### config.mk
export PLATFORM = sky130hd
export DESIGN_NAME = signal_status_monitor
export DESIGN_NICKNAME = d
export VERILOG_FILES = /design/src/rtl/signal_lights_pkg.sv /design/src/rtl/signal_status_monitor_lamp_pattern_decode.sv /design/src/rtl/signal_status_monitor.sv
export SDC_FILE = /design/constraint.sdc
export NUM_CORES = 1
export LEC_CHECK = 0
export ABC_CLOCK_PERIOD_IN_PS = 11480
export CORE_ASPECT_RATIO = 1.5
export CORE_UTILIZATION = 30
export CTS_CLUSTER_SIZE = 8
export DETAILED_ROUTE_END_ITERATION = 8
export PLACE_DENSITY = 0.51
export SLEW_MARGIN = 20
export SYNTH_ARGS = -nofsm -noshare
export SYNTH_HDL_FRONTEND = slang
export SYNTH_HIERARCHICAL = 1
export SYNTH_SLANG_ARGS = --single-unit
### constraint.sdc
create_clock -name clk -period 11.48 [get_ports clk]
set_clock_uncertainty 0.05 [all_clocks]
set_input_delay 1.148 -clock clk [delete_from_list [all_inputs] [get_ports clk]]
set_output_delay 1.148 -clock clk [all_outputs]
set_load 0.05 [all_outputs]
### src/rtl/signal_lights_pkg.sv
// Shared phase codes, fault codes and per-light lamp encodings for the
// intersection signal lights (command path, monitor and bench).
package signal_lights_pkg;

    typedef enum logic [2:0] {
        PH_ALL_RED = 3'd0,
        PH_L3_GO   = 3'd1,
        PH_L3_YEL  = 3'd2,
        PH_L1_LEFT = 3'd3,
        PH_L1_YEL  = 3'd4,
        PH_L2_GO   = 3'd5,
        PH_L2_YEL  = 3'd6
    } phase_e;

    typedef enum logic [2:0] {
        FLT_NONE         = 3'd0,
        FLT_LAMP         = 3'd1,
        FLT_CONFLICT     = 3'd2,
        FLT_SEQUENCE     = 3'd3,
        FLT_SHORT_YELLOW = 3'd4,
        FLT_STUCK        = 3'd5
    } fault_e;

    // Light 1 lamps ordered {red, yellow, left}
    localparam logic [2:0] L1_LAMP_RED    = 3'b100;
    localparam logic [2:0] L1_LAMP_YELLOW = 3'b010;
    localparam logic [2:0] L1_LAMP_LEFT   = 3'b001;
    // Light 2 lamps ordered {red, yellow, green}
    localparam logic [2:0] L2_LAMP_RED    = 3'b100;
    localparam logic [2:0] L2_LAMP_YELLOW = 3'b010;
    localparam logic [2:0] L2_LAMP_GREEN  = 3'b001;
    // Light 3 lamps ordered {red, yellow, green, left}
    localparam logic [3:0] L3_LAMP_RED        = 4'b1000;
    localparam logic [3:0] L3_LAMP_YELLOW     = 4'b0100;
    localparam logic [3:0] L3_LAMP_GREEN      = 4'b0010;
    localparam logic [3:0] L3_LAMP_GREEN_LEFT = 4'b0011;

    // Successor of a phase in the legal rotation; ALL_RED only ever leads to L3_GO.
    function automatic phase_e next_phase(input phase_e cur);
        case (cur)
            PH_ALL_RED: next_phase = PH_L3_GO;
            PH_L3_GO:   next_phase = PH_L3_YEL;
            PH_L3_YEL:  next_phase = PH_L1_LEFT;
            PH_L1_LEFT: next_phase = PH_L1_YEL;
            PH_L1_YEL:  next_phase = PH_L2_GO;
            PH_L2_GO:   next_phase = PH_L2_YEL;
            PH_L2_YEL:  next_phase = PH_L3_GO;
            default:    next_phase = PH_L3_GO;
        endcase
    endfunction

    function automatic logic is_yellow(input phase_e p);
        is_yellow = (p == PH_L3_YEL) || (p == PH_L1_YEL) || (p == PH_L2_YEL);
    endfunction

endpackage

### src/rtl/signal_status_monitor_lamp_pattern_decode.sv
// Combinational decode of the ten lamp outputs into per-light validity,
// phase legality and the matching phase code.
module lamp_pattern_decode
    import signal_lights_pkg::*;
(
    input  logic [9:0] lamps,
    output logic       lamp_ok,
    output logic       legal,
    output phase_e     phase_code
);

    logic [2:0] l1_s;
    logic [2:0] l2_s;
    logic [3:0] l3_s;
    logic       l1_ok_s;
    logic       l2_ok_s;
    logic       l3_ok_s;

    assign l1_s    = lamps[9:7];
    assign l2_s    = lamps[6:4];
    assign l3_s    = lamps[3:0];
    assign l1_ok_s = $onehot(l1_s);
    assign l2_ok_s = $onehot(l2_s);
    assign l3_ok_s = $onehot(l3_s) || (l3_s == L3_LAMP_GREEN_LEFT);

    // Match the lamp-valid pattern against the seven phase templates.
    always_comb begin
        lamp_ok    = l1_ok_s && l2_ok_s && l3_ok_s;
        legal      = 1'b0;
        phase_code = PH_ALL_RED;
        if (!lamp_ok) begin
            legal = 1'b0;
        end else if (l1_s == L1_LAMP_RED && l2_s == L2_LAMP_RED && l3_s == L3_LAMP_RED) begin
            legal      = 1'b1;
            phase_code = PH_ALL_RED;
        end else if (l1_s == L1_LAMP_RED && l2_s == L2_LAMP_RED &&
                     (l3_s == L3_LAMP_GREEN || l3_s == L3_LAMP_GREEN_LEFT)) begin
            legal      = 1'b1;
            phase_code = PH_L3_GO;
        end else if (l1_s == L1_LAMP_RED && l2_s == L2_LAMP_RED && l3_s == L3_LAMP_YELLOW) begin
            legal      = 1'b1;
            phase_code = PH_L3_YEL;
        end else if (l1_s == L1_LAMP_LEFT && l2_s == L2_LAMP_RED && l3_s == L3_LAMP_RED) begin
            legal      = 1'b1;
            phase_code = PH_L1_LEFT;
        end else if (l1_s == L1_LAMP_YELLOW && l2_s == L2_LAMP_RED && l3_s == L3_LAMP_RED) begin
            legal      = 1'b1;
            phase_code = PH_L1_YEL;
        end else if (l1_s == L1_LAMP_RED && l2_s == L2_LAMP_GREEN && l3_s == L3_LAMP_RED) begin
            legal      = 1'b1;
            phase_code = PH_L2_GO;
        end else if (l1_s == L1_LAMP_RED && l2_s == L2_LAMP_YELLOW && l3_s == L3_LAMP_RED) begin
            legal      = 1'b1;
            phase_code = PH_L2_YEL;
        end else begin
            legal = 1'b0;
        end
    end

endmodule

### src/rtl/signal_status_monitor.sv
// Read-back monitor for the intersection lamps: settle filter, phase
// sequencer, dwell timer and first-fault latch.
module signal_status_monitor
    import signal_lights_pkg::*;
#(
    parameter int unsigned SETTLE     = 1,
    parameter int unsigned YELLOW_MIN = 3,
    parameter int unsigned MAX_DWELL  = 120
) (
    input  logic       clk,
    input  logic       reset,
    input  logic       L1_red,
    input  logic       L1_yellow,
    input  logic       L1_left,
    input  logic       L2_red,
    input  logic       L2_yellow,
    input  logic       L2_green,
    input  logic       L3_red,
    input  logic       L3_yellow,
    input  logic       L3_green,
    input  logic       L3_left,
    output logic [2:0] phase,
    output logic       phase_valid,
    output logic       phase_change,
    output logic [7:0] dwell,
    output logic       fault,
    output logic [2:0] fault_code
);

    localparam logic [2:0] SETTLE_C     = 3'(SETTLE);
    localparam logic [7:0] YELLOW_MIN_C = 8'(YELLOW_MIN);
    localparam logic [7:0] MAX_DWELL_C  = 8'(MAX_DWELL);

    logic [9:0] lamps_s;
    logic [9:0] pat_q_r;
    logic [9:0] prev_pat_r;
    logic [9:0] acc_pat_r;
    logic [2:0] stab_cnt_r;
    logic [2:0] stab_cnt_s;
    logic       accept_s;
    logic       lamp_ok_s;
    logic       legal_s;
    phase_e     dec_phase_s;
    phase_e     phase_r;
    logic       phase_valid_r;
    logic       phase_change_r;
    logic [7:0] dwell_r;
    logic [7:0] dwell_s;
    logic       fault_r;
    fault_e     fault_code_r;
    logic       upd_s;
    logic       f_lamp_s;
    logic       f_conf_s;
    logic       f_seq_s;
    logic       f_short_s;
    logic       f_stuck_s;
    fault_e     new_fault_s;

    assign lamps_s = {L1_red, L1_yellow, L1_left, L2_red, L2_yellow, L2_green,
                      L3_red, L3_yellow, L3_green, L3_left};

    assign phase        = phase_r;
    assign phase_valid  = phase_valid_r;
    assign phase_change = phase_change_r;
    assign dwell        = dwell_r;
    assign fault        = fault_r;
    assign fault_code   = fault_code_r;

    lamp_pattern_decode u_decode (
        .lamps      (pat_q_r),
        .lamp_ok    (lamp_ok_s),
        .legal      (legal_s),
        .phase_code (dec_phase_s)
    );

    // Sample the lamps and track how long the sampled pattern has been stable.
    always_ff @(posedge clk) begin
        if (reset) begin
            pat_q_r    <= 10'd0;
            prev_pat_r <= 10'd0;
            stab_cnt_r <= 3'd0;
        end else begin
            pat_q_r    <= lamps_s;
            prev_pat_r <= pat_q_r;
            stab_cnt_r <= stab_cnt_s;
        end
    end

    // Stability count for the current sample and the acceptance decision.
    always_comb begin
        stab_cnt_s = stab_cnt_r;
        if (pat_q_r != prev_pat_r) begin
            stab_cnt_s = 3'd1;
        end else if (stab_cnt_r != 3'd7) begin
            stab_cnt_s = stab_cnt_r + 3'd1;
        end else begin
            stab_cnt_s = stab_cnt_r;
        end
        accept_s = (stab_cnt_s == SETTLE_C) && (pat_q_r != acc_pat_r);
    end

    // Classify an accepted pattern: lamp/conflict faults hold the phase, legal
    // patterns advance it and are checked against the rotation and yellow minimum.
    always_comb begin
        upd_s     = 1'b0;
        f_lamp_s  = 1'b0;
        f_conf_s  = 1'b0;
        f_seq_s   = 1'b0;
        f_short_s = 1'b0;
        if (accept_s) begin
            if (!lamp_ok_s) begin
                f_lamp_s = 1'b1;
            end else if (!legal_s) begin
                f_conf_s = 1'b1;
            end else if (!phase_valid_r) begin
                upd_s   = 1'b1;
                f_seq_s = (dec_phase_s != PH_ALL_RED) && (dec_phase_s != PH_L3_GO);
            end else if (dec_phase_s != phase_r) begin
                upd_s     = 1'b1;
                f_seq_s   = (dec_phase_s != next_phase(phase_r));
                f_short_s = is_yellow(phase_r) && (dwell_r < YELLOW_MIN_C);
            end else begin
                upd_s = 1'b0;
            end
        end else begin
            upd_s = 1'b0;
        end
    end

    // Dwell timer, stuck detection and fault priority selection.
    always_comb begin
        if (upd_s) begin
            dwell_s = 8'd1;
        end else if (phase_valid_r && (dwell_r != 8'hFF)) begin
            dwell_s = dwell_r + 8'd1;
        end else begin
            dwell_s = dwell_r;
        end
        f_stuck_s = phase_valid_r && !upd_s && (dwell_s == MAX_DWELL_C);
        if (f_lamp_s) begin
            new_fault_s = FLT_LAMP;
        end else if (f_conf_s) begin
            new_fault_s = FLT_CONFLICT;
        end else if (f_seq_s) begin
            new_fault_s = FLT_SEQUENCE;
        end else if (f_short_s) begin
            new_fault_s = FLT_SHORT_YELLOW;
        end else if (f_stuck_s) begin
            new_fault_s = FLT_STUCK;
        end else begin
            new_fault_s = FLT_NONE;
        end
    end

    // Accepted-pattern, phase, dwell and sticky first-fault registers.
    always_ff @(posedge clk) begin
        if (reset) begin
            acc_pat_r      <= 10'd0;
            phase_r        <= PH_ALL_RED;
            phase_valid_r  <= 1'b0;
            phase_change_r <= 1'b0;
            dwell_r        <= 8'd0;
            fault_r        <= 1'b0;
            fault_code_r   <= FLT_NONE;
        end else begin
            if (accept_s) begin
                acc_pat_r <= pat_q_r;
            end
            if (upd_s) begin
                phase_r       <= dec_phase_s;
                phase_valid_r <= 1'b1;
            end
            phase_change_r <= upd_s;
            dwell_r        <= dwell_s;
            if (!fault_r && (new_fault_s != FLT_NONE)) begin
                fault_r      <= 1'b1;
                fault_code_r <= new_fault_s;
            end
        end
    end

endmodule

==> summary.txt, run 1 <==
Outcome
  • Status: completed

Finish
  • Final-stage net count: between 300 and 400
  • Number of antenna diodes: 0
  • Layout cell share with drive strength beyond 1: 10.09%
  • Multi-input logic area: 1660 sq um
  • Layout area overhead: 18.23%
  • Fillers: 919
  • FF+latch area: 1001 sq um

STA
  • Min Clock Period, post-route: 4907 ps
  • Hold_ws: 456.1 ps
  • Period utilization: 42.74%
  • Unrepaired setup endpoints after global routing: false
  • Slew headroom: between 40 and 50%
  • Max-slew violation count: 0
  • Setup tns final: 0 ps
  • Least-Margin Pin Slew: 862.8 ps
  • Final WS setup: about 6600 ps
  • F_max: 203.8 MHz
  • Fin. Hold Viols: 0
  • Final setup violation count: 0

Power
  • Clock power frac: between 40% and 50%
  • Maximum vdd drop: 54.29 uV
  • Sequential share of power: 48.7%
  • Comb power frac: 11.3%
  • Int Pwr: 288.0 uW
  • Lkg Pwr: 1.299 nW
  • Sw Share: roughly 25%
  • Power Density: 117.2 nW/um^2
  • Psw: 97.20 uW

Floorplan
  • Die area: 9664 sq um
  • Initial core utilization: about 31%
  • Cell Rows: 42
  • Top-Level Pins: 29
  • Core area: 8934 sq um
  • Die Ht: 119.9 um
  • DIE WIDTH: around 80 um

Synthesis
  • Yosys top cell area share: between 30% and 40%
  • Syn Inst Count: 294
  • Syn avg cell area: 9.456 sq um
  • Async set-reset flop share out of synthesis: 0%
  • Synth area leader: dfxtp_1
  • Synth warn: 6
  • Synth Cell Area: around 2800 sq um
  • Syn Nets: 316
  • Post-synth EDFFs: 0
  • Top cells by count, synth: dfxtp_1, nor2_1, nor2b_1
  • Ys flop type: dfxtp_1
  • Synth Register Bits: 50
  • Top cells by area, synth: dfxtp_1, xor2_1, mux2i_1
  • Most numerous cell in the Yosys netlist: dfxtp_1
  • Unique masters post-synth: 63
  • Register area share after synthesis: 36.00%

Drt
  • Vias: 2099
  • Drt wl/cell: 13.86 um
  • Final wirelength: 5.918 mm
  • Via-per-instance ratio: just under 5
  • Pre-Repair DR Iteration Count: 4
  • DRC Markers: 0
  • Iter 0 DRT Violations: between 70 and 80
  • DRT antenna net count: 0

Global route
  • First-pass GRT wire length: 9.473 mm
  • Global route overflow: 0
  • Initial antenna violation count: 0
  • Total GRT Usage: 12.82%
  • Pin count of the biggest net entering global routing: 45
  • Vias in the first global route: a little under 2000

Placed design
  • PortBufs: 28
  • Routability cong.: about 0.75
  • Detail Placement HPWL: 4.364 mm
  • Worst slack, placed: about 6600 ps

Clocking
  • H-tree Lvls: 2
  • CTS tree: built
  • Clock Latency Late Sink: 290 ps
  • Clock buffer depth: 2
  • Hold buffer count at cts: 0
  • Post-cts resize count: 0
  • Setup Buffers After CTS: 0
  • TritonCTS buffer count: 5
  • Sink Count: 50
  • Clk root buf: clkbuf_16
  • Reg clk slew, reported paths: 70 ps

Critical path
  • Worst setup SP type: flip-flop
  • Critical path capture point type: flip-flop
  • CP required: 11590 ps
  • Crit Path Category: flip-flop to flip-flop
  • Crit path DAT: 5020 ps
  • CP Max Fanout: 8

Flow run
  • Max-cap violation count: 0

Worst hold path
  • Hold crit path type: flip-flop to flip-flop
[metrics by stage]
| stage | instance area [sq um] | util, % | instances | total power [mW] |
|---|---|---|---|---|
| floorplan | 2780 | - | 294 | 0.2228 |
| global placement | 3132 | 35.06 | 419 | 0.2355 |
| detailed placement | 3132 | 35.06 | 419 | 0.2357 |
| global route | 3287 | 36.79 | 427 | 0.4021 |
| finish | 3287 | 36.79 | 427 | 0.3852 |
| CTS | 3287 | 36.79 | 427 | 0.3900 |
[path summary, 6_finish.rpt]
kind / slack (ps) / from / end / cells after the start
max: 6570 / pat_q_r[0] / fault_code[2] / 17
min: 460 / fault_code[0] / fault_code[0] / 2
max reg2reg: 6570 / pat_q_r[0] / fault_code[2] / 17
min reg2reg: 460 / fault_code[0] / fault_code[0] / 2
[flip-flops by register name, summed over array words and instances (netlist names)]
name / flops
acc_pat_r: 10
dwell: 8
fault: 1
fault_code: 3
pat_q_r: 10
phase: 3
phase_change: 1
phase_valid: 1
prev_pat_r: 10
stab_cnt_r: 3
[worst max-delay path, cell delays in order (launching register included)]
cell	delay (ps)
dfxtp_1	440
inv_1	130
fa_1	550
inv_1	40
ha_1	170
ha_1	270
or3b_4	410
a2111oi_4	540
a21bo_4	300
a21oi_2	260
xor2_1	150
o41ai_2	410
nor2_1	80
o211a_1	270
nor4_4	360
a21oi_1	90
o21ai_1	190
a21oi_2	60
[layout make-up]
type	instances	share of cell area, %
Sequential cell	50	30.45
Tap cell	110	4.187
Clock buffer	6	4.225
Timing Repair Buffer	29	8.755
Inverter	12	1.370
Clock inverter	2	0.4949
Multi-Input combinational cell	218	50.51
[power groups by stage]
| stage | registers (mW) | clock network (mW) | logic [mW] |
|---|---|---|---|
| after floorplan | 0.192 | 0 | 0.0309 |
| after global placement | 0.191 | 0 | 0.0441 |
| after detailed placement | 0.192 | 0 | 0.0442 |
| after CTS | 0.187 | 0.158 | 0.0444 |
| after global routing | 0.188 | 0.166 | 0.0478 |
| final | 0.187 | 0.154 | 0.0436 |
[cell usage in the layout, fill, tap and decap left out, types with 4 or more instances in the layout]
cell	netlist	layout
a31oi_1	4	4
nor2b_1	22	22
nand2_1	13	13
ha_1	7	7
dfxtp_1	50	50
inv_1	11	11
nor3_1	7	7
nor4_1	6	6
clkbuf_16	0	5
mux2i_1	16	16
xnor2_1	6	6
clkdlybuf4s50_1	0	28
nor2_1	31	31
nor4b_1	5	5
o21ai_0	4	4
nand3_1	12	12
xor2_1	21	21
[cell families (layout without fill, tap and decap cells)]
| group | Yosys count | after routing | share of synthesized area [%] |
|---|---|---|---|
| AO/OA/AOI/OAI | 34 | 34 | 10.49 |
| adder cells (fa/ha/maj) | 10 | 10 | 5.310 |
| flip-flops | 50 | 50 | 36.00 |
| multiplexers | 16 | 16 | 5.760 |
| XOR/XNOR | 28 | 28 | 9.091 |
| buffers and inverters | 26 | 49 | 4.275 |
| AND/OR/NAND/NOR | 130 | 130 | 29.07 |
[layer usage]
metal | global-route usage [%] | up-vias | part of all wire (%)
li1 | - | 1064 | -
met1 | 14.16 | 996 | 43
met2 | 23.57 | 31 | 53
met3 | 2.586 | 8 | 2.1
met4 | 4.464 | 0 | 1.8
met5 | 0 | - | 0
Note: power is estimated with default switching activity, not from simulation.
==> inputs of run 2 (changes only) <==
--- a/config.mk
+++ b/config.mk
@@ -5,12 +5,12 @@
 export SDC_FILE = /design/constraint.sdc
 export NUM_CORES = 1
 export LEC_CHECK = 0
-export ABC_CLOCK_PERIOD_IN_PS = 11480
+export ABC_CLOCK_PERIOD_IN_PS = 4500
 export CORE_ASPECT_RATIO = 1.5
 export CORE_UTILIZATION = 30
 export CTS_CLUSTER_SIZE = 8
 export DETAILED_ROUTE_END_ITERATION = 8
-export PLACE_DENSITY = 0.51
+export PLACE_DENSITY = 0.52
 export SLEW_MARGIN = 20
 export SYNTH_ARGS = -nofsm -noshare
 export SYNTH_HDL_FRONTEND = slang
==> constraint.sdc (replaced) <==
create_clock -name clk -period 4.5 [get_ports clk]
set_clock_uncertainty 0.05 [all_clocks]
set_input_delay 0.45 -clock clk [delete_from_list [all_inputs] [get_ports clk]]
set_output_delay 0.45 -clock clk [all_outputs]
set_load 0.05 [all_outputs]
==> run 2 against run 1 <==
Net effect:
- first-iteration DRC count decreased by 22%
- highest routed layer unchanged
- flip-flop and latch count stayed put
- largest power group unchanged
- sequential share of layout area shrank 1.2 points
==> summary.txt, run 2 (same netlist as run 1, synthesis figures left out) <==
Finish
  • Most frequent cells in the layout: dfxtp_1, nor2_1, clkdlybuf4s50_1
  • Post-route cell area: 3425 sq um (+4.2%)
  • Final-stage net count: 351 (+3.8%)
  • Fin util: 38.33% (+1.5 points)
  • Number of antenna diodes: 0 (unchanged)
  • Largest regs: acc_pat_r: 10 flops, pat_q_r: 10 flops, prev_pat_r: 10 flops
  • Commonest non-fill, non-tap cell in the layout: dfxtp_1
  • Layout cell share with drive strength beyond 1: 14.85% (+4.8 points)
  • Fillers: 917 (-0.22%)
  • Layout area overhead: 23.18%

Drt
  • DRT antenna net count: 0 (unchanged)
  • Via-per-instance ratio: 4.930 (+0.28%)
  • Final wirelength: 6.014 mm (+1.6%)
  • Pre-Repair DR Iteration Count: 4 (unchanged)
  • DRC Markers: 0 (unchanged)
  • Iter 0 DRT Violations: 61 (-22%)
  • Drt wl/cell: 13.67 um (-1.4%)
  • Vias: 2169 (+3.3%)

STA
  • Final setup violation count: 0 (unchanged)
  • Slew headroom: 39.45% (-3.0 points)
  • Least-Margin Pin Slew: 908.3 ps (+45.53 ps)
  • Fin. Hold Viols: 0 (unchanged)
  • Min Clock Period, post-route: 4257 ps (-649.7 ps)
  • F_max: 234.9 MHz (+15%)
  • Hold_ws: 454.8 ps (-1.229 ps)
  • Period utilization: 94.61% (+52 points)
  • Setup tns final: 0 ps (unchanged)
  • Max-slew violation count: 0 (unchanged)

Floorplan
  • Die area: 9664 sq um (unchanged)
  • Die Ht: 119.9 um (unchanged)
  • Cell Rows: 42 (unchanged)
  • DIE WIDTH: 80.60 um (unchanged)
  • Initial core utilization: 31.12% (unchanged)
  • Top-Level Pins: 29 (unchanged)
  • Core area: 8934 sq um (unchanged)

Critical path
  • R2R Setup Slk: 240 ps (-6330 ps)
  • R2R cell count: 17 (unchanged)
  • Reg2reg end: fault_code[0]
  • Crit Path Category: flip-flop to flip-flop
  • Reg2reg start: pat_q_r[0]
  • CP required: 4590 ps (-7000 ps)
  • CP Max Fanout: 4 (-4)
  • Worst setup SP type: flip-flop
  • Crit path DAT: 4350 ps (-670 ps)
  • Setup crit start: pat_q_r[0]
  • CP Capture Point: fault_code[0]
  • Critical path capture point type: flip-flop

Clocking
  • Clock buffer depth: 2 (unchanged)
  • Hold buffer count at cts: 0 (unchanged)
  • TritonCTS buffer count: 5 (unchanged)
  • Clock Latency Late Sink: 290 ps (about the same)
  • CTS tree: built
  • H-tree Lvls: 2 (unchanged)
  • Reg clk slew, reported paths: 70 ps (about the same)
  • Sink Count: 50 (unchanged)
  • Clk root buf: clkbuf_16

Placed design
  • Placed inst area: 3214 sq um (+2.6%)
  • Routability cong.: 0.8380 (+12%)
  • PortBufs: 28 (unchanged)
  • Detail Placement HPWL: 4.524 mm (+3.7%)

Worst hold path
  • Hold crit path type: flip-flop to flip-flop

Power
  • Power Density: 299.4 nW/um^2 (+160%)
  • Total power draw: 1.025 mW (+170%)
  • Lkg Pwr: 1.368 nW (+5.3%)
  • Maximum vdd drop: 189.7 uV (+250%)

Global route
  • Initial antenna violation count: 0 (unchanged)
  • Total GRT Usage: 13.44% (+0.62 points)
  • Global route overflow: 0 (unchanged)
  • GRT Max-Usage Layer: met2
  • First-pass GRT wire length: 9.984 mm (+5.4%)
  • Vias in the first global route: 2021 (+4.7%)
  • Met2 Use GR: 24.36% (+0.79 points)
  • Pin count of the biggest net entering global routing: 27 (-40%)
  • Met3 GRT Util: 2.205% (-0.38 points)
  • M1 GR Usage: 14.98% (+0.82 points)

Outcome
  • Status: completed

Flow run
  • Max-cap violation count: 0 (unchanged)
## run 2: cell types whose count changed in the layout (fill, tap and decap cells not counted), sizes merged
cell and change:
clkbuf -1, bufinv +1, clkinvlp +1, inv -1, buf +13
## run 2: worst min path at each step
stage                          to     startpoint  cells past startpoint
CTS                 fault_code[1]  fault_code[1]                      2
global route        fault_code[2]  fault_code[2]                      2
global placement    fault_code[0]  fault_code[0]                      2
detailed placement  fault_code[1]  fault_code[1]                      2
finish              stab_cnt_r[2]  stab_cnt_r[2]                      2
floorplan           stab_cnt_r[2]  stab_cnt_r[2]                      2
## run 2: routing by layer
metal  vias to the layer above  routed length, um
li1                       1095                  -
met1                      1030               2526
met2                        36               3225
met3                         8                139
met4                         0                123
met5                         -                  0
## run 2: repair_timing
| action | CTS | global route |
|---|---|---|
| resized for setup | 0 | 5 |
| setup buffers | 0 | 2 |
| setup endpoints to repair | 0 | 4 |
## run 2: final cells by class
class                           instances  area, sq um  share of cell area (%)
Clock inverter                          3        45.04                   1.315
Clock buffer                            5        125.1                   3.654
Sequential cell                        50         1002                   29.27
Inverter                               12        45.04                   1.315
Tap cell                              110        137.6                   4.019
Timing Repair Buffer                   42        385.4                   11.25
Multi-Input combinational cell        218         1684                   49.18
## run 2: stage by stage
stage | cells | worst slack (ps)
floorplan | 294 | 20.51
global placement | 430 | 262.2
detailed placement | 430 | 179.5
CTS | 438 | 164.6
global route | 440 | -7.644
finish | 440 | 242.6
## run 2: power breakdown
part	internal, mW	switching, mW
Sequential	0.458	0.0172
Clock	0.262	0.169
Combinational	0.0579	0.0614
Total	0.778	0.247
## run 2: critical path, stage by stage (launching register included)
cell,delay [ps]
dfxtp_2,330
inv_1,70
fa_1,530
inv_1,40
ha_1,170
ha_1,270
or3b_4,400
a2111oi_4,320
a21bo_4,290
a21oi_4,150
or4b_2,590
o211ai_1,110
o32ai_1,110
nand2_1,140
a21boi_0,100
nor3_1,230
or2_0,140
a31oi_1,70
==> inputs of run 3 (changes only) <==
--- a/config.mk
+++ b/config.mk
@@ -10,7 +10,8 @@
 export CORE_UTILIZATION = 30
 export CTS_CLUSTER_SIZE = 8
 export DETAILED_ROUTE_END_ITERATION = 8
-export PLACE_DENSITY = 0.52
+export PLACE_DENSITY_LB_ADDON = 0.25
+export SKIP_CTS_REPAIR_TIMING = 1
 export SLEW_MARGIN = 20
 export SYNTH_ARGS = -nofsm -noshare
 export SYNTH_HDL_FRONTEND = slang
==> run 3 against run 2 <==
Net effect:
- first-iteration DRC count is 70% higher
- via count is 0.51% lower
- worst setup slack improved by 21 ps
- count of clock-buffer cells in the layout stayed put
- critical endpoint unchanged
- highest routed layer unchanged
==> summary.txt, run 3 (same netlist as run 1, synthesis figures left out) <==
Outcome
  • Status: completed

Flow run
  • Max-cap violation count: 0 (unchanged)

Global route
  • First-pass GRT wire length: 9.929 mm (-0.55%)
  • Pin count of the biggest net entering global routing: 32 (+19%)
  • Initial antenna violation count: 0 (unchanged)
  • Vias in the first global route: 2141 (+5.9%)
  • Total GRT Usage: 13.18% (-0.25 points)
  • Global route overflow: 0 (unchanged)

Critical path
  • R2R cell count: 17 (unchanged)
  • CP required: 4600 ps (about the same)
  • Crit path DAT: 4340 ps (about the same)
  • Worst setup SP type: flip-flop
  • CP Max Fanout: 4 (unchanged)
  • Crit Path Category: flip-flop to flip-flop
  • Reg2reg start: pat_q_r[0]
  • R2R Setup Slk: 260 ps (+20 ps)
  • Critical path capture point type: flip-flop
  • Reg2reg end: fault_code[0]

Placed design
  • PortBufs: 28 (unchanged)
  • Routability cong.: 0.8550 (+2.0%)
  • Detail Placement HPWL: 4.475 mm (-1.1%)
  • Worst slack, placed: 190.2 ps (+10.71 ps)

Clocking
  • Clock buffer depth: 2 (unchanged)
  • Sink Count: 50 (unchanged)
  • Reg clk slew, reported paths: 70 ps (about the same)
  • Clock Latency Late Sink: 290 ps (about the same)
  • H-tree Lvls: 2 (unchanged)
  • TritonCTS buffer count: 5 (unchanged)
  • CTS tree: built
  • Clk root buf: clkbuf_16

Drt
  • Final wirelength: 5.876 mm (-2.3%)
  • Pre-Repair DR Iteration Count: 4 (unchanged)
  • Via-per-instance ratio: 4.905 (-0.51%)
  • Vias: 2158 (-0.51%)
  • Iter 0 DRT Violations: 104 (+70%)
  • DRT antenna net count: 0 (unchanged)
  • DRC Markers: 0 (unchanged)
  • Drt wl/cell: 13.35 um (-2.3%)

Finish
  • Number of antenna diodes: 0 (unchanged)
  • Final-stage net count: 351 (unchanged)
  • Fin util: 38.49% (+0.15 points)
  • Layout area overhead: 23.67%
  • Largest regs: acc_pat_r: 10 flops, pat_q_r: 10 flops, prev_pat_r: 10 flops
  • Commonest non-fill, non-tap cell in the layout: dfxtp_1
  • Most frequent cells in the layout: dfxtp_1, nor2_1, clkdlybuf4s50_1
  • Layout cell share with drive strength beyond 1: 13.94% (-0.91 points)

STA
  • Period utilization: 94.15% (-0.46 points)
  • Slew headroom: 39.65% (+0.21 points)
  • F_max: 236.0 MHz (+0.49%)
  • Min Clock Period, post-route: 4237 ps (-20.64 ps)
  • Final WS setup: 263.3 ps (+20.64 ps)
  • Fin. Hold Viols: 0 (unchanged)
  • Final setup violation count: 0 (unchanged)
  • Max-slew violation count: 0 (unchanged)
  • Least-Margin Pin Slew: 905.2 ps (-3.088 ps)
  • Setup tns final: 0 ps (unchanged)
  • Unrepaired setup endpoints after global routing: false

Worst hold path
  • Hold crit path type: flip-flop to flip-flop
  • Hold Startpoint: fault_code[1]
  • Hold Crit Endpoint: fault_code[1]
  • Hold path cells: 2 (unchanged)

Power
  • Maximum vdd drop: 248.7 uV (+31%)
  • Lkg Pwr: 1.388 nW (+1.4%)
  • Total power draw: 1.079 mW (+5.2%)
  • Power Density: 313.8 nW/um^2 (+4.8%)

Floorplan
  • DIE WIDTH: 80.60 um (unchanged)
  • Cell Rows: 42 (unchanged)
  • Top-Level Pins: 29 (unchanged)
  • Initial core utilization: 31.12% (unchanged)
  • Core area: 8934 sq um (unchanged)
  • Die Ht: 119.9 um (unchanged)
  • Die area: 9664 sq um (unchanged)
-- run 3: changes by cell type in the layout (fill, tap and decap cells not counted), sizes merged --
| cell | delta |
|---|---|
| clkinvlp | -2 |
| bufinv | +1 |
| clkinv | +1 |
-- run 3: power breakdown --
part | internal [mW] | switching [mW]
sequential | 0.458 | 0.0159
clock | 0.319 | 0.166
combinational | 0.0577 | 0.0624
total | 0.835 | 0.244
-- run 3: how the worst max path moves through the flow --
stage          startpoint            end  slack, ps  depth (start not counted)
5_1_grt        pat_q_r[0]  fault_code[2]         20                         17
2_1_floorplan  pat_q_r[0]  fault_code[2]         20                         18
4_1_cts        pat_q_r[0]  fault_code[2]        180                         17
3_3_place_gp   pat_q_r[0]  fault_code[0]        260                         17
3_5_place_dp   pat_q_r[0]  fault_code[0]        190                         17
6_report       pat_q_r[0]  fault_code[0]        260                         17
-- run 3: worst max-delay path, cell delays in order (launching register included) --
cell and delay [ps]:
dfxtp_1 330, inv_1 80, fa_1 540, inv_1 40, ha_1 170, ha_1 270, or3b_4 400, a2111oi_4 320
a21bo_4 290, a21oi_4 160, or4b_2 600, o211ai_1 130, o32ai_2 110, nand2_1 120, a21boi_1 70, nor3_1 230
or2_1 140, a31oi_1 70
-- run 3: cell type report --
class                      count  area (sq um)
tap                          110         137.6
clock buffer                   5         125.1
timing repair buffer          42         385.4
multi-input combinational    218          1675
inverter                      12         45.04
sequential                    50          1001
fill                         930          5495
clock inverter                 3         68.82
-- run 3: metrics by stage --
stage / hold WS [ps] / cell area, sq um / std cells
after floorplan: 420.9 / 2780 / 294
after global placement: 439.7 / 3222 / 431
after detailed placement: 444.8 / 3222 / 431
after CTS: 454.2 / 3416 / 439
after global routing: 477.6 / 3438 / 440
final: 449.7 / 3438 / 440
-- run 3: metal layers --
metal / up-vias / track usage [%] / part of all wire [%]
li1: 1093 / - / -
met4: 0 / 4.464 / 1.6
met3: 9 / 2.129 / 2.3
met2: 36 / 24.15 / 54
met5: - / 0 / 0
met1: 1020 / 15.01 / 42
